==> src/rtl/delay_sideband_pipe.sv <==
// Enable-gated sideband flag delay line with hold, synchronous flush and an early-enable tap.
// Optional occupancy counter output occ_o is compiled in when DELAY_SB_OCC_EN is defined.
module delay_sideband_pipe #(
  parameter int unsigned WIDTH  = 4,
  parameter int unsigned DEPTH  = 4,
  parameter int unsigned EN_TAP = 2
) (
  input  logic             clk,
  input  logic             rst_n,
  input  logic             en_i,
  input  logic [WIDTH-1:0] data_i,
  input  logic             hold_i,
  input  logic             clr_i,
`ifdef DELAY_SB_OCC_EN
  output logic [$clog2(DEPTH+1)-1:0] occ_o,
`endif
  output logic             en_o,
  output logic             vld_o,
  output logic [WIDTH-1:0] data_o
);

  generate
    if (DEPTH < 1 || DEPTH > 16) begin : g_bad_depth
      $error("delay_sideband_pipe: DEPTH must be in 1..16");
    end
    if (EN_TAP < 1 || EN_TAP > DEPTH) begin : g_bad_tap
      $error("delay_sideband_pipe: EN_TAP must be in 1..DEPTH");
    end
  endgenerate

  // Index 0 is stage 1, index DEPTH-1 is the final stage.
  logic [DEPTH-1:0] v_q, v_d;
  logic [WIDTH-1:0] d_q [DEPTH];
  logic [WIDTH-1:0] d_d [DEPTH];

  always_comb begin
    v_d = v_q;
    for (int unsigned i = 0; i < DEPTH; i++) begin
      d_d[i] = d_q[i];
    end
    if (clr_i) begin
      v_d = '0;
      for (int unsigned i = 0; i < DEPTH; i++) begin
        d_d[i] = '0;
      end
    end else if (!hold_i) begin
      v_d[0] = en_i;
      if (en_i) begin
        d_d[0] = data_i;
      end
      for (int unsigned i = 1; i < DEPTH; i++) begin
        v_d[i] = v_q[i-1];
        if (v_q[i-1]) begin
          d_d[i] = d_q[i-1];
        end
      end
    end
  end

  always_ff @(posedge clk or negedge rst_n) begin
    if (!rst_n) begin
      v_q <= '0;
      for (int unsigned i = 0; i < DEPTH; i++) begin
        d_q[i] <= '0;
      end
    end else begin
      v_q <= v_d;
      for (int unsigned i = 0; i < DEPTH; i++) begin
        d_q[i] <= d_d[i];
      end
    end
  end

  assign en_o   = v_q[EN_TAP-1];
  assign vld_o  = v_q[DEPTH-1];
  assign data_o = d_q[DEPTH-1];

`ifdef DELAY_SB_OCC_EN
  localparam int unsigned OCC_W = $clog2(DEPTH+1);

  logic [OCC_W-1:0] occ_q, occ_d;

  // Tracks popcount of the valid chain without an adder tree.
  always_comb begin
    occ_d = occ_q;
    if (clr_i) begin
      occ_d = '0;
    end else if (!hold_i) begin
      if (en_i && !v_q[DEPTH-1]) begin
        occ_d = occ_q + OCC_W'(1);
      end else if (!en_i && v_q[DEPTH-1]) begin
        occ_d = occ_q - OCC_W'(1);
      end
    end
  end

  always_ff @(posedge clk or negedge rst_n) begin
    if (!rst_n) begin
      occ_q <= '0;
    end else begin
      occ_q <= occ_d;
    end
  end

  assign occ_o = occ_q;
`endif

endmodule

==> config.mk <==
export PLATFORM = sky130hd
export DESIGN_NAME = delay_sideband_pipe
export DESIGN_NICKNAME = d
export VERILOG_FILES = /design/src/rtl/delay_sideband_pipe.sv
export SDC_FILE = /design/constraint.sdc
export NUM_CORES = 1
export LEC_CHECK = 0
export ABC_AREA = 1
export CAP_MARGIN = 10
export CORE_MARGIN = 3
export CORE_UTILIZATION = 30
export DETAILED_ROUTE_END_ITERATION = 7
export SYNTH_ARGS = -nofsm -noshare
export SYNTH_HDL_FRONTEND = slang
export SYNTH_SLANG_ARGS = --single-unit
==> constraint.sdc <==
create_clock -name clk -period 0.9 [get_ports clk]
set_clock_uncertainty 0.15 [all_clocks]
set_input_delay 0.09 -clock clk [delete_from_list [all_inputs] [get_ports clk]]
set_output_delay 0.09 -clock clk [all_outputs]
set_load 0.01 [all_outputs]
==> results.txt <==
Library cell with the largest summed area after synthesis: sky130_fd_sc_hd__dfrtp_1
Yosys Warn Count: 0
I/O pin count: 15
Period minus WS final: 1.09 ns
Antenna-violating nets left: 0
F_max: 914 MHz
Library cell used as clock root buffer: sky130_fd_sc_hd__clkbuf_4
Peak supply drop: 0.000882 V
Transition time of the tightest slew-check pin: 0.228 ns
Fraction of layout cells with a size suffix above 1: 0.351
Crit path setup slack, layout: -0.194 ns
Netlist Area Pre-Place: 902 um2
Maximum number of pins on one net before global-route repair: 21
Global-route wire length before repair: 3220 um
CTS max path bufs: 2
Vias after detailed routing: 710
Crit share post-route: 1.22
Number of buffers and inverters on the critical path: 1
Area share of the leading cell type in the synthesized netlist: 0.555
Power density cells: 1290 nW/um2
Via count of the first global-routing pass: 694
GP Congestion: 0.700
Routed length per instance: 13.2 um
Worst r2r path cells: 4
Initial core utilization: 0.322
Number of endpoints failing setup at the final stage: 20
Type of the worst setup path: register to output pin
Placed cell count: 136
Chip Height: 60.8 um
Data arrival at the endpoint of the critical path: 0.85 ns
Synth Instances: 91
Leakage: 0.626 nW
Peak fanout along the critical path: 2
Hpwl dp: 1160 um
Antenna violations before repair: 0
Mean instance size in the synthesized netlist: 9.91 um2
Overall fraction of global-route tracks in use: 0.121
Cell types with the largest area share after synthesis: sky130_fd_sc_hd__dfrtp_1 55%, sky130_fd_sc_hd__nand3_1 11%, sky130_fd_sc_hd__nand4_1 11%
Synthesized net count: 100
Detailed Route WL: 1870 um
Post-synthesis to final-layout area growth: 34.7%
Number of port buffers: 14
FF+latch count, synth: 20
Critical Path Slowest Stage Cell: sky130_fd_sc_hd__dfrtp_1
Outcome: complete, but fails checks
Count of distinct cell types in the synthesized netlist: 10
Worst max-slew margin expressed relative to the limit: 0.848
Launching point of the worst reg2reg path: v_q[1]$_DFFE_PN0P_
R2R Path End: d_q[6]$_DFFE_PN0P_
Startpoint kind of the worst setup timing path: register
Cell chain of the critical path: buf_6
RSZ-0062 raised after global routing: yes
# rows: 19
Die span in x: 60.8 um
Total count of max-transition violations in the final report: 0
Floorplan die area: 3700 um2
H-tree depth: 1
Max-cap violations: 0
Flop2flop setup slack: -0.10 ns
Final core utilization: 0.433
Area of the core: 2810 um2
Most common cell after layout, fill and taps aside: sky130_fd_sc_hd__dfrtp_1
Number of clock sinks seen by CTS: 20
DR pass1 iterations: 4
Clock latency on the worst-skew pair: 0.30 ns
Final Hold Violating Endpoints: 20
Place WS: -0.491 ns
Clock tree from TritonCTS: done
Via count normalized by instance count: 5.00
Number of violations reported at the end of detailed-routing iteration 0: 14
Violations in the final reports: hold timing, setup timing
Remaining DRCs: 0
Nets: 121
Sequential share of the synthesized area: 0.555
Number of buffers inserted during clock tree synthesis: 3
Sum of overflow across all layers after global routing: 0
Kind of capture point of the worst setup path: output pin
Crit path required time: 0.66 ns
Biggest cell delay along the critical path: 0.42 ns
Kind of path behind the tightest hold check: input pin to asynchronous set/reset pin
Clock-pin slew on the worst setup and hold paths: 0.11 ns
Top library cells by usage in the layout, fill and taps aside: 17 x sky130_fd_sc_hd__dfrtp_1, 16 x sky130_fd_sc_hd__nand4_1, 15 x sky130_fd_sc_hd__nand2_1
Crit path max-delay family: flip-flops
Ant diodes: 0
Worst slack on hold paths: -0.0241 ns
Number of non-filler instances in the completed layout: 142
[layer usage]
layer	share of wire	global-route usage	routed length, um	vias up
li1	-	-	-	363
met1	0.44	0.136	831	329
met2	0.51	0.220	949	16
met3	0.041	0.0383	76	2
met4	0.0064	0.0310	12	0
met5	0	0	0	-
[cell usage after synthesis]
master and instances:
sky130_fd_sc_hd__nand3_1 20, sky130_fd_sc_hd__buf_2 1, sky130_fd_sc_hd__o21ai_1 4, sky130_fd_sc_hd__inv_2 2, sky130_fd_sc_hd__nand4_1 16, sky130_fd_sc_hd__nand2_4 4
sky130_fd_sc_hd__buf_6 1, sky130_fd_sc_hd__buf_4 7, sky130_fd_sc_hd__dfrtp_1 20, sky130_fd_sc_hd__nand2_1 16
[state kept, by name (all words and copies together) (netlist names)]
name,cells
data_o,4
d_q,12
v_q,4
[metrics by stage]
| step | TNS, ns | cell area (um2) | hold WS, ns | total power, mW |
|---|---|---|---|---|
| after detailed placement | -10.89 | 1110 | 0.301 | 1.11 |
| after CTS | -1.79 | 1210 | -0.0306 | 1.59 |
| final | -1.63 | 1210 | -0.0241 | 1.57 |
| after global placement | -10.29 | 1110 | 0.299 | 1.11 |
| after global routing | -2.70 | 1210 | -0.0344 | 1.65 |
| after floorplan | 0 | 903 | -0.356 | 1.01 |
[power by group]
group | total [mW] | internal (mW) | switching, mW
combinational | 0.198 | 0.0961 | 0.102
clock | 0.445 | 0.173 | 0.272
sequential | 0.927 | 0.914 | 0.0134
total | 1.57 | 1.18 | 0.388
[layout make-up]
cell class | instances | area, um2
Fill cell | 284 | 1590
Sequential cell | 20 | 504
Multi-Input combinational cell | 60 | 373
Timing Repair Buffer | 24 | 245
Tap cell | 31 | 38.8
Clock buffer | 4 | 26.3
Inverter | 2 | 21.3
Timing Repair inverter | 1 | 6.26
[timing repair]
item | CTS | global route
resized for setup | 41 | 2
buffers inserted | 2 | 0
setup endpoints to repair | 26 | 22
gates cloned | 2 | 0
hold endpoints to repair | 20 | 20
pin swaps | 10 | 0
[logic make-up after synthesis]
group                  after synthesis  synth area share
flip-flops                          20             0.555
buffers and inverters               11            0.0846
AND/OR/NAND/NOR                     56             0.338
AO/OA/AOI/OAI                        4            0.0222
[worst max path at each step]
stage / startpoint / to / slack (ns) / cells past startpoint
2_1_floorplan: v_q[1]$_DFFE_PN0P_ / d_q[4]$_DFFE_PN0P_ / 0.03 / 3
3_3_place_gp: clr_i / d_q[14]$_DFFE_PN0P_ / -0.47 / 4
3_5_place_dp: clr_i / v_q[1]$_DFFE_PN0P_ / -0.49 / 4
4_1_cts: v_q[3]$_DFFE_PN0P_ / vld_o / -0.20 / 1
5_1_grt: v_q[1]$_DFFE_PN0P_ / en_o / -0.24 / 1
6_report: v_q[3]$_DFFE_PN0P_ / vld_o / -0.19 / 1
Note: power is estimated with default switching activity, not from simulation.
